### src/rtl/mmio_bus_hub.sv
// mmio_bus_hub: routes CPU byte bus to RAM or MMIO (UART FIFOs, cycle counter, stop flag)
module mmio_bus_hub #(
  parameter int RAM_AW   = 17,
  parameter int FIFO_LOG = 3
) (
  input  logic              clk_in,
  input  logic              rst_in,
  input  logic [31:0]       cpu_a,
  input  logic              cpu_wr,
  input  logic [7:0]        cpu_dout,
  output logic [7:0]        cpu_din,
  output logic              io_full,
  output logic [RAM_AW-1:0] ram_a,
  output logic              ram_wr,
  output logic [7:0]        ram_dout,
  input  logic [7:0]        ram_din,
  output logic              tx_valid,
  output logic [7:0]        tx_data,
  input  logic              tx_ready,
  input  logic              rx_valid,
  input  logic [7:0]        rx_data,
  output logic              program_stop,
  output logic              tx_overflow
);
  localparam int D = 1 << FIFO_LOG;
  localparam logic [FIFO_LOG:0] DEPTH = (FIFO_LOG+1)'(D);
  localparam logic [FIFO_LOG:0] ONE = (FIFO_LOG+1)'(1);
  logic [17:0] a;
  logic io, new_acc, io_rd, io_wr;
  logic [31:0] prev_a;
  logic prev_wr, prev_v;
  logic sel_q, v_q;
  logic [7:0] io_rdata_q, rd_data;
  logic [31:0] cnt, snap;
  logic [7:0] tx_mem [D];
  logic [7:0] rx_mem [D];
  logic [FIFO_LOG:0] tx_wp, tx_rp, tx_cnt, rx_wp, rx_rp, rx_cnt;
  logic tx_full, tx_empty, tx_pop, tx_can, tx_push, cpu_push, stop_req, stop_pending, stop_push;
  logic rx_full, rx_empty, rx_pop, rx_push;
  logic [7:0] tx_wdata, rx_head;

  assign a        = cpu_a[17:0];
  assign io       = a[17:16] == 2'b11;
  assign new_acc  = ~prev_v | (cpu_a != prev_a) | (cpu_wr != prev_wr);
  assign io_rd    = io & ~cpu_wr & new_acc;
  assign io_wr    = io & cpu_wr & new_acc;
  assign ram_a    = cpu_a[RAM_AW-1:0];
  assign ram_wr   = cpu_wr & ~io;
  assign ram_dout = cpu_dout;
  assign cpu_din  = sel_q ? io_rdata_q : (v_q ? ram_din : 8'h00);

  assign tx_cnt    = tx_wp - tx_rp;
  assign tx_full   = tx_cnt == DEPTH;
  assign tx_empty  = tx_cnt == '0;
  assign io_full   = tx_cnt >= DEPTH - ONE;
  assign tx_valid  = ~tx_empty;
  assign tx_data   = tx_empty ? 8'h00 : tx_mem[tx_rp[FIFO_LOG-1:0]];
  assign tx_pop    = tx_valid & tx_ready;
  assign tx_can    = ~tx_full | tx_pop;
  assign cpu_push  = io_wr & (a == 18'h30000) & (cpu_dout != 8'h00);
  assign stop_req  = io_wr & (a == 18'h30004);
  assign stop_push = ~cpu_push & (stop_req | stop_pending) & tx_can;
  assign tx_push   = (cpu_push & tx_can) | stop_push;
  assign tx_wdata  = cpu_push ? cpu_dout : 8'h00;

  assign rx_cnt   = rx_wp - rx_rp;
  assign rx_full  = rx_cnt == DEPTH;
  assign rx_empty = rx_cnt == '0;
  assign rx_head  = rx_mem[rx_rp[FIFO_LOG-1:0]];
  assign rx_pop   = io_rd & (a == 18'h30000) & ~rx_empty;
  assign rx_push  = rx_valid & (~rx_full | rx_pop);

  // IO read mux; 0x30004 returns the value being latched this cycle
  always_comb begin
    rd_data = (a == 18'h30000) ? (rx_empty ? 8'h00 : rx_head) :
              (a == 18'h30004) ? cnt[7:0] :
              (a == 18'h30005) ? snap[15:8] :
              (a == 18'h30006) ? snap[23:16] :
              (a == 18'h30007) ? snap[31:24] : 8'h00;
  end

  // FIFO storage, written only on accepted pushes
  always_ff @(posedge clk_in) begin
    if (tx_push) tx_mem[tx_wp[FIFO_LOG-1:0]] <= tx_wdata;
    if (rx_push) rx_mem[rx_wp[FIFO_LOG-1:0]] <= rx_data;
  end

  // access tracking, read pipeline, counter, flags and FIFO pointers
  always_ff @(posedge clk_in) begin
    if (rst_in) begin
      prev_v       <= 1'b0;
      prev_a       <= '0;
      prev_wr      <= 1'b0;
      v_q          <= 1'b0;
      sel_q        <= 1'b0;
      io_rdata_q   <= '0;
      cnt          <= '0;
      snap         <= '0;
      program_stop <= 1'b0;
      tx_overflow  <= 1'b0;
      stop_pending <= 1'b0;
      tx_wp        <= '0;
      tx_rp        <= '0;
      rx_wp        <= '0;
      rx_rp        <= '0;
    end else begin
      prev_v       <= 1'b1;
      prev_a       <= cpu_a;
      prev_wr      <= cpu_wr;
      v_q          <= 1'b1;
      sel_q        <= io;
      cnt          <= cnt + 32'd1;
      stop_pending <= (stop_req | stop_pending) & ~stop_push;
      if (io_rd) io_rdata_q <= rd_data;
      if (io_rd && a == 18'h30004) snap <= cnt;
      if (stop_req) program_stop <= 1'b1;
      if (cpu_push && !tx_can) tx_overflow <= 1'b1;
      if (tx_push) tx_wp <= tx_wp + ONE;
      if (tx_pop) tx_rp <= tx_rp + ONE;
      if (rx_push) rx_wp <= rx_wp + ONE;
      if (rx_pop) rx_rp <= rx_rp + ONE;
    end
  end
endmodule

### config.mk
export PLATFORM = sky130hd
export DESIGN_NAME = mmio_bus_hub
export DESIGN_NICKNAME = d
export VERILOG_FILES = /design/src/rtl/mmio_bus_hub.sv
export SDC_FILE = /design/constraint.sdc
export NUM_CORES = 1
export LEC_CHECK = 0
export BUFFER_PORTS_ARGS = -buffer_cell sky130_fd_sc_hd__buf_2
export CORE_AREA = 2 2 214 216
export DETAILED_ROUTE_END_ITERATION = 7
export DIE_AREA = 0 0 216 218
export GPL_TIMING_DRIVEN = 0
export REMOVE_ABC_BUFFERS = 1
export SLEW_MARGIN = 25
export SYNTH_ARGS = -nofsm -noshare
export SYNTH_HDL_FRONTEND = slang
export SYNTH_SLANG_ARGS = --single-unit
### constraint.sdc
create_clock -name clk_in -period 5.9 [get_ports clk_in]
set_clock_uncertainty 0.1 [all_clocks]
set_input_delay 1.18 -clock clk_in [delete_from_list [all_inputs] [get_ports clk_in]]
set_output_delay 1.18 -clock clk_in [all_outputs]
set_load 0.02 [all_outputs]
Word level (Yosys, flattened, before mapping)
Memories as Yosys holds them, arrays and structs flattened. A register that Yosys moved wholly into a read port is not among the register bits.
Cells that the tools add are included.

operators by class
  reductions and logical operators = 6
  equality and inequality tests = 10
  bitwise logic cells = 31
  add/subtract/negate cells = 7
  multiplexer cells = 19
  $lt $le $gt $ge = 1

operators with widths
  kind                                                                                 number
  18-bit == test, second input constant                                                5
  8-bit 2-to-1 mux                                                                     10
  32-bit by 1-bit adder with 32-bit output, second input constant                      1
  32-bit != test                                                                       1
  4-bit by 1-bit adder with 4-bit output, second input constant                        4
  1-bit bitwise AND                                                                    16
  3-bit 2-to-1 mux                                                                     4
  1-bit NOT                                                                            9
  4-bit == test, second input constant                                                 2
  4-bit logical NOT                                                                    2
  8-bit nonzero test                                                                   1
  4-bit subtractor                                                                     2
  1-bit OR                                                                             6
  1-bit 2-to-1 mux                                                                     5
  4-bit by 3-bit greater-or-equal comparator with 1-bit output, second input constant  1
  2-bit == test, second input constant                                                 1
  1-bit logical AND                                                                    2
  1-bit logical NOT                                                                    1
  1-bit != test                                                                        1

word-level totals
  memories kept = 2
  output and inout bits = 46
  memory bits (writable) = 128
  register bits after elaboration = 126

memory list
  name    depth  width  rd ports  clocked after Yosys merged registers in  write ports  RTL line  text
  rx_mem  8      8      1         1                                        1            36        logic [7:0] rx_mem [D];
  tx_mem  8      8      1         1                                        1            35        logic [7:0] tx_mem [D];

Longest topological paths before layout
Gate-level depths: netlist (run 1).

  word-level depth = 12
  mapped depth = 10
  gate-level depth less buffers = 10

Worst setup path before layout (run 1)
No wires, ideal clock.

  kind = input to register
  start point = input port cpu_a[9]
  end point = memory tx_mem[1][0], enable pin
  path buffers = 0
  arrival time = 3,424 ps
  setup time = 398 ps
  data required time = 5,402 ps
  cell stages on the path = 6
  setup slack = 1,979 ps
  cell sequence = nor4_1 nand2_1 a21o_1 a221oi_2 and2_1 nor4b_1

between the ends
  longest elaborated chain between the ends = 12
  elaborated cells on any way between the ends = 17

ends and longest elaborated chain
  item                                      RTL line  text
  from (decl)                               8         input logic [31:0] cpu_a,
  32-bit != test                            44        assign new_acc = ~prev_v | (cpu_a != prev_a) | (cpu_wr != prev_wr);
  1-bit OR (2 in a row)                     44
  1-bit bitwise AND                         46        assign io_wr = io & cpu_wr & new_acc;
  1-bit bitwise AND (2 in a row)            60        assign cpu_push = io_wr & (a == 18'h30000) & (cpu_dout != 8'h00);
  1-bit NOT                                 62        assign stop_push = ~cpu_push & (stop_req | stop_pending) & tx_can;
  1-bit bitwise AND (2 in a row)            62
  1-bit OR *                                63        assign tx_push = (cpu_push & tx_can) | stop_push;
  1-bit 2-to-1 mux *                        84        if (tx_push) tx_mem[tx_wp[FIFO_LOG-1:0]] <= tx_wdata;
  1-bit 2-to-1 mux (implied by the code) *  84
  to (decl)                                 35

Every way passes the cells marked *; elsewhere a longest branch is shown, timed or not.

Worst setup path in the final report (run 1)
  start point = input port cpu_a[9]
  end point = memory tx_mem[4][7], enable pin

The elaborated chain is that of the path after synthesis.

==> flow_summary.json, run 1 <==
{
  "dominant_combinational_cell_family_by_area_after_synthesis": "simple AND/OR/NAND/NOR gates",
  "post_synth_inst_count": 937,
  "place_ws_ps": 774,
  "xor_xnor_share_of_the_synthesized_area_pct": 4.43,
  "grt_pass1_vias": 7283,
  "min_period_over_period_pct": 77.6,
  "cts_htree_levels": 1,
  "setup_violations": 0,
  "synth_seq_cells": 252,
  "fin_crit_ps": 4580,
  "initialDrtViolationCount": 441,
  "power.combinational.fraction_pct": 10.9,
  "globalplace.congestion": 0.792,
  "finalHoldViolCount": 0,
  "synth-edff-count": 128,
  "critical_path_cell_by_cell": "buf_2 -> nor4_1 -> nand2_1 -> a21o_1 -> a221oi_2 -> and2_1 -> nor4b_2 -> buf_2",
  "clock_latency_ps": 550,
  "clock-root-buffer": "sky130_fd_sc_hd__clkbuf_16",
  "insertedDiodeCount": 0,
  "floorplan.initialDensity_pct": 24.6,
  "filler_cell_count": 4630,
  "path_class": "primary input to flip-flop",
  "drc": 0,
  "yosys_warnings": 0,
  "worst_r2r_startpoint": "tx_wp[1]$_SDFFE_PP0P_",
  "synth_area_per_inst_sq_um": 11.8,
  "timing.final.max_slew_violations": 0,
  "post_route_cells_drive_above_1_share_pct": 22.4,
  "dieWidth_um": 216,
  "grt_first_pass_wirelength_mm": 42.3,
  "synth_area_sq_mm": 0.0111,
  "holdCritStartpoint": "cnt[0]$_SDFF_PP0_",
  "delay_of_the_slowest_cell_on_the_worst_path_ps": 740,
  "final-instance-count-excl-fill": 1636,
  "synthAdderAreaFrac_pct": 1.42,
  "io_buffers": 106,
  "total_power_density_per_cell_area_mw_per_mm2": 305,
  "floorplan.die_area_sq_mm": 0.0471,
  "grt_usage_pct": 11.5,
  "synth-compound-area-share_pct": 8.81,
  "clock_tree_from_tritoncts": "done",
  "synth-seq-area-share_pct": 57.2,
  "max-cap-violations": 0,
  "finalCoreUtilization_pct": 29.0,
  "worst_setup_path_end_kind": "flip-flop",
  "timing.hold.worst.class": "flip-flop to flip-flop",
  "critical_path_peak_fanout": 11,
  "timing.critical_path.from": "cpu_a[9]",
  "min_path_cells": 1,
  "fin_setup_tns_ps": 0,
  "postLayoutSetupSlackWorst_ps": 1320,
  "final_common_cell": "sky130_fd_sc_hd__edfxtp_1",
  "holdPathEnd": "cnt[0]$_SDFF_PP0_",
  "placed_cells": 1586,
  "power_frac_seq_pct": 49.0,
  "crit_required_ps": 6050,
  "power.switching_fraction_pct": 25.8,
  "wire_per_inst_um": 16.5,
  "area.growth.synth_to_final_pct": 17.6,
  "power.total_mw": 3.97,
  "grt_start_max_net_pins": 95,
  "postSynth.asyncResetShare_pct": 0,
  "antenna_violations_before_repair": 2,
  "post_cts.resized_instances": 0,
  "routed_wirelength_mm": 26.9,
  "timing.reg2reg.setup_slack_ps": 2050,
  "gate_family_responsible_for_the_most_delay_along_the_worst_path": "simple AND/OR/NAND/NOR gates",
  "cts_buffers": 27,
  "crit_arrival_ps": 4720,
  "netlist_cell_types": 60,
  "clock_sinks": 252,
  "critical_path_buf_inv_count": 2,
  "fraction_of_the_mapped_netlist_area_in_simple_logic_gates_pct": 15.7,
  "worst_slew_pin_slew_ps": 860,
  "hpwl_mm": 18.9,
  "most-common-layout-cells": "sky130_fd_sc_hd__edfxtp_1 (128), sky130_fd_sc_hd__dfxtp_1 (122), sky130_fd_sc_hd__buf_2 (111), sky130_fd_sc_hd__a21oi_1 (60), sky130_fd_sc_hd__nor2_1 (58)",
  "number_of_buffers_on_the_longest_clock_path": 3,
  "critical-path-slowest-cell": "sky130_fd_sc_hd__nor4_1",
  "first_pass_iteration_count_of_the_detailed_router": 5,
  "leakage_nw": 4.52,
  "p_switching_mw": 1.02,
  "rr_endpoint": "tx_mem[4][7]$_DFFE_PP_",
  "design.core.area_sq_mm": 0.0449,
  "timing.critical_path.from_type": "primary input",
  "grt_overflow": 0,
  "floorplan.rows": 78,
  "worst_r2r_path_depth": 8,
  "clock_power_share_pct": 40.1,
  "route.vias.total": 7538,
  "route.detailed.vias_per_inst": 4.61,
  "muxShareOfSynthArea_pct": 8.16,
  "internal-power_mw": 2.95,
  "cpMostUsedCell": "sky130_fd_sc_hd__buf_2",
  "vdd_drop_max_mv": 0.220,
  "cts_post_setup_buffers_inserted": 0,
  "antenna_left": 0,
  "clock_pin_slew_worst_setup_and_hold_paths_ps": 60,
  "dieHeight_um": 218,
  "final_net_count": 1088,
  "boundaryPins": 107,
  "maxClockFrequency_mhz": 218,
  "cts_hold_repair_buffers": 0,
  "crit_cells": 8,
  "relSlewSlack_pct": 41.9,
  "outcome": "complete, no violations",
  "synthFlopType": "sky130_fd_sc_hd__edfxtp_1",
  "unrepaired_setup_endpoints_after_global_routing": "false"
}
registers in the layout (all words and copies together), names as in the netlist, named ones only:
register	count
prev_a	32
tx_mem	64
io_rdata_q	8
cnt	32
program_stop	1
stop_pending	1
sel_q	1
rx_mem	64
prev_wr	1
tx_overflow	1
tx_wp	4
rx_wp	4
rx_rp	4
tx_rp	4
snap	24
v_q	1
synth_stat cells, drive strengths merged, types with 4 or more instances:
cell type	n	area, sq um
mux4	25	563
a21oi	63	319
o22ai	5	31.3
nor2b	44	275
nor3	13	65.1
inv	18	67.6
a22o	7	61.3
xor2	34	298
edfxtp	128	3840
buf	41	293
and4	4	35.0
o211ai	6	45.0
mux2i	16	160
or3	13	81.3
nand2	41	154
a2111oi	4	35.0
nand4	34	213
nor2	60	225
dfxtp	124	2480
ha	11	138
and3	18	113
mux2	16	180
nor4	20	150
xnor2	22	193
a211oi	12	90.1
nand3b	4	30.0
nand2b	13	81.3
o21ai	38	190
clkbuf	31	116
and2	6	37.5
nand3	22	110
a2bb2oi	5	43.8
or4	6	52.6
power by group through the flow:
stage | logic, mW | registers [mW] | clock network [mW]
floorplan | 0.257 | 1.96 | 0
CTS | 0.442 | 1.95 | 1.63
finish | 0.434 | 1.94 | 1.59
detailed placement | 0.439 | 1.98 | 0
global placement | 0.424 | 1.98 | 0
global route | 0.482 | 1.95 | 1.70
kinds of logic after synthesis:
group | after synthesis
AO/OA/AOI/OAI | 159
XOR/XNOR | 56
adder cells (fa/ha/maj) | 12
buffers and inverters | 90
flip-flops | 252
multiplexers | 57
AND/OR/NAND/NOR | 311
layer usage:
layer	global-route usage (%)	wire length, um	vias to the layer above
met1	16.0	12800	3691
met5	0	29	-
met2	18.4	12300	194
met4	2.79	534	4
li1	-	-	3610
met3	1.94	1260	39
worst max path at each step:
stage	endpoint	slack, ps
floorplan	tx_mem[1][0]$_DFFE_PP_	1760
global placement	tx_mem[4][7]$_DFFE_PP_	-270
detailed placement	tx_mem[5][7]$_DFFE_PP_	770
CTS	tx_mem[5][7]$_DFFE_PP_	1340
global route	tx_mem[4][7]$_DFFE_PP_	1060
finish	tx_mem[4][7]$_DFFE_PP_	1320
metrics by stage:
stage | hold slack, ps | instance area [sq um]
after floorplan | 330 | 10700
after global placement | 350 | 11900
after detailed placement | 361 | 12200
after CTS | 372 | 13000
after global routing | 389 | 13000
final | 371 | 13000
area by class of cell:
class / instances / area, sq um / share of cell area [%]
Multi-Input combinational cell: 595 / 4360 / 33.5
Timing Repair Buffer: 121 / 689 / 5.30
Clock buffer: 33 / 698 / 5.37
Tap cell: 600 / 751 / 5.77
Inverter: 18 / 67.6 / 0.519
Clock inverter: 17 / 119 / 0.913
Sequential cell: 252 / 6330 / 48.6
(Power assumes the default switching activity.)
==> run 2, diff against run 1 <==
clock period = 3.69 ns   (was 5.9 ns; I/O delays follow)
==> flow_summary.json, run 2 (same netlist as run 1, synthesis figures left out) <==
{
  "total_power_density_per_cell_area_mw_per_mm2": 491,
  "insertedDiodeCount": 0,
  "first_pass_iteration_count_of_the_detailed_router": 5,
  "routed_wirelength_mm": 27.1,
  "timing.critical_path.from_type": "flip-flop",
  "number_of_buffers_on_the_longest_clock_path": 3,
  "final_net_count": 1096,
  "relSlewSlack_pct": 41.7,
  "clock_tree_from_tritoncts": "done",
  "post_route_cells_drive_above_1_share_pct": 23.9,
  "clock_pin_slew_worst_setup_and_hold_paths_ps": 60,
  "most-common-layout-cells": "sky130_fd_sc_hd__edfxtp_1 (128), sky130_fd_sc_hd__dfxtp_1 (120), sky130_fd_sc_hd__buf_2 (111), sky130_fd_sc_hd__a21oi_1 (60), sky130_fd_sc_hd__nor2_1 (58)",
  "clock_sinks": 252,
  "clock_latency_ps": 550,
  "critical_path_cell_by_cell": "inv_4 -> ha_1 -> inv_1 -> fa_1 -> or3_4 -> a21oi_4 -> buf_12 -> inv_1 -> buf_2",
  "dieWidth_um": 216,
  "outcome": "complete, no violations",
  "leakage_nw": 4.52,
  "dieHeight_um": 218,
  "grt_usage_pct": 11.5,
  "cts_hold_repair_buffers": 0,
  "grt_overflow": 0,
  "floorplan.rows": 78,
  "fin_crit_ps": 3540,
  "route.detailed.vias_per_inst": 4.60,
  "clock-root-buffer": "sky130_fd_sc_hd__clkbuf_16",
  "timing.final.max_slew_violations": 0,
  "max-cap-violations": 0,
  "area.growth.synth_to_final_pct": 19.0,
  "grt_start_max_net_pins": 95,
  "fin_setup_tns_ps": 0,
  "hpwl_mm": 18.9,
  "setup_violations": 0,
  "boundaryPins": 107,
  "final_common_cell": "sky130_fd_sc_hd__edfxtp_1",
  "maxClockFrequency_mhz": 282,
  "unrepaired_setup_endpoints_after_global_routing": "false",
  "vdd_drop_max_mv": 0.351,
  "globalplace.congestion": 0.792,
  "floorplan.initialDensity_pct": 24.6,
  "finalHoldViolCount": 0,
  "route.vias.total": 7567,
  "path_class": "flip-flop to output pin",
  "cpMostUsedCell": "sky130_fd_sc_hd__inv_1",
  "timing.reg2reg.setup_slack_ps": 200,
  "delay_of_the_slowest_cell_on_the_worst_path_ps": 430,
  "critical-path-slowest-cell": "sky130_fd_sc_hd__or3_4",
  "antenna_left": 0,
  "cts_htree_levels": 1,
  "min_period_over_period_pct": 96.1,
  "cts_buffers": 27,
  "drc": 0,
  "critical_path_peak_fanout": 10,
  "power.total_mw": 6.46,
  "crit_arrival_ps": 2710,
  "antenna_violations_before_repair": 2,
  "worst_slew_pin_slew_ps": 868,
  "crit_required_ps": 2850,
  "initialDrtViolationCount": 473,
  "grt_first_pass_wirelength_mm": 42.6,
  "grt_pass1_vias": 7339,
  "timing.hold.worst.class": "primary input to flip-flop",
  "floorplan.die_area_sq_mm": 0.0471,
  "worst_setup_path_end_kind": "output pin",
  "wire_per_inst_um": 16.5,
  "io_buffers": 106,
  "design.core.area_sq_mm": 0.0449
}
## run 2: routing by layer
| layer | global-route usage (%) | vias to the layer above | share of wire, % |
|---|---|---|---|
| met5 | 0 | - | 0.074 |
| met4 | 2.79 | 4 | 2.0 |
| met3 | 1.94 | 40 | 4.8 |
| met2 | 18.7 | 189 | 46 |
| met1 | 16.0 | 3704 | 47 |
| li1 | - | 3630 | - |
## run 2: worst max-delay path, delay by kind of cell, from the launching register on
kind	cells	cell delay, ps
flops	1	410
fa+ha+maj	2	640
buf+inv	5	520
simple gates	1	430
compound gates	1	150
## run 2: area by class of cell
class	count	area [sq um]
fill	4620	31700
sequential	252	6330
multi-input combinational	595	4440
timing repair buffer	129	762
tap	600	751
clock buffer	33	698
clock inverter	17	119
inverter	18	70.1
## run 2: stage by stage
| step | setup slack, ps | cell area [sq um] | std cells | hold slack, ps | utilization, % |
|---|---|---|---|---|---|
| after floorplan | -12.3 | 10700 | 865 | 330 | - |
| after global placement | -2030 | 11900 | 1571 | 350 | 26.6 |
| after detailed placement | -994 | 12200 | 1586 | 361 | 27.2 |
| after CTS | 44.8 | 13100 | 1637 | 302 | 29.2 |
| after global routing | 9.40 | 13200 | 1644 | 320 | 29.3 |
| final | 146 | 13200 | 1644 | 328 | 29.3 |
## run 2: where the power goes
| part | internal, mW | leakage (nW) | switching, mW |
|---|---|---|---|
| Combinational | 0.385 | 1.95 | 0.435 |
| Sequential | 3.00 | 2.19 | 0.110 |
| Clock | 1.42 | 0.381 | 1.12 |
## run 2: timing repair
action	CTS	global route
resized for setup	12	4
setup buffers	1	7
endpoints found under the setup margin	103	83
pin swaps	0	1
## run 2: worst paths after layout
kind	from	end	cells after the start
hold reg to reg	cnt[0]$_SDFF_PP0_	cnt[0]$_SDFF_PP0_	1
setup reg to reg	prev_a[19]$_SDFF_PP0_	rx_mem[2][1]$_DFFE_PP_	7
hold / removal	cpu_a[27]	prev_a[27]$_SDFF_PP0_	2
setup / recovery	tx_wp[0]$_SDFFE_PP0P_	tx_valid	9
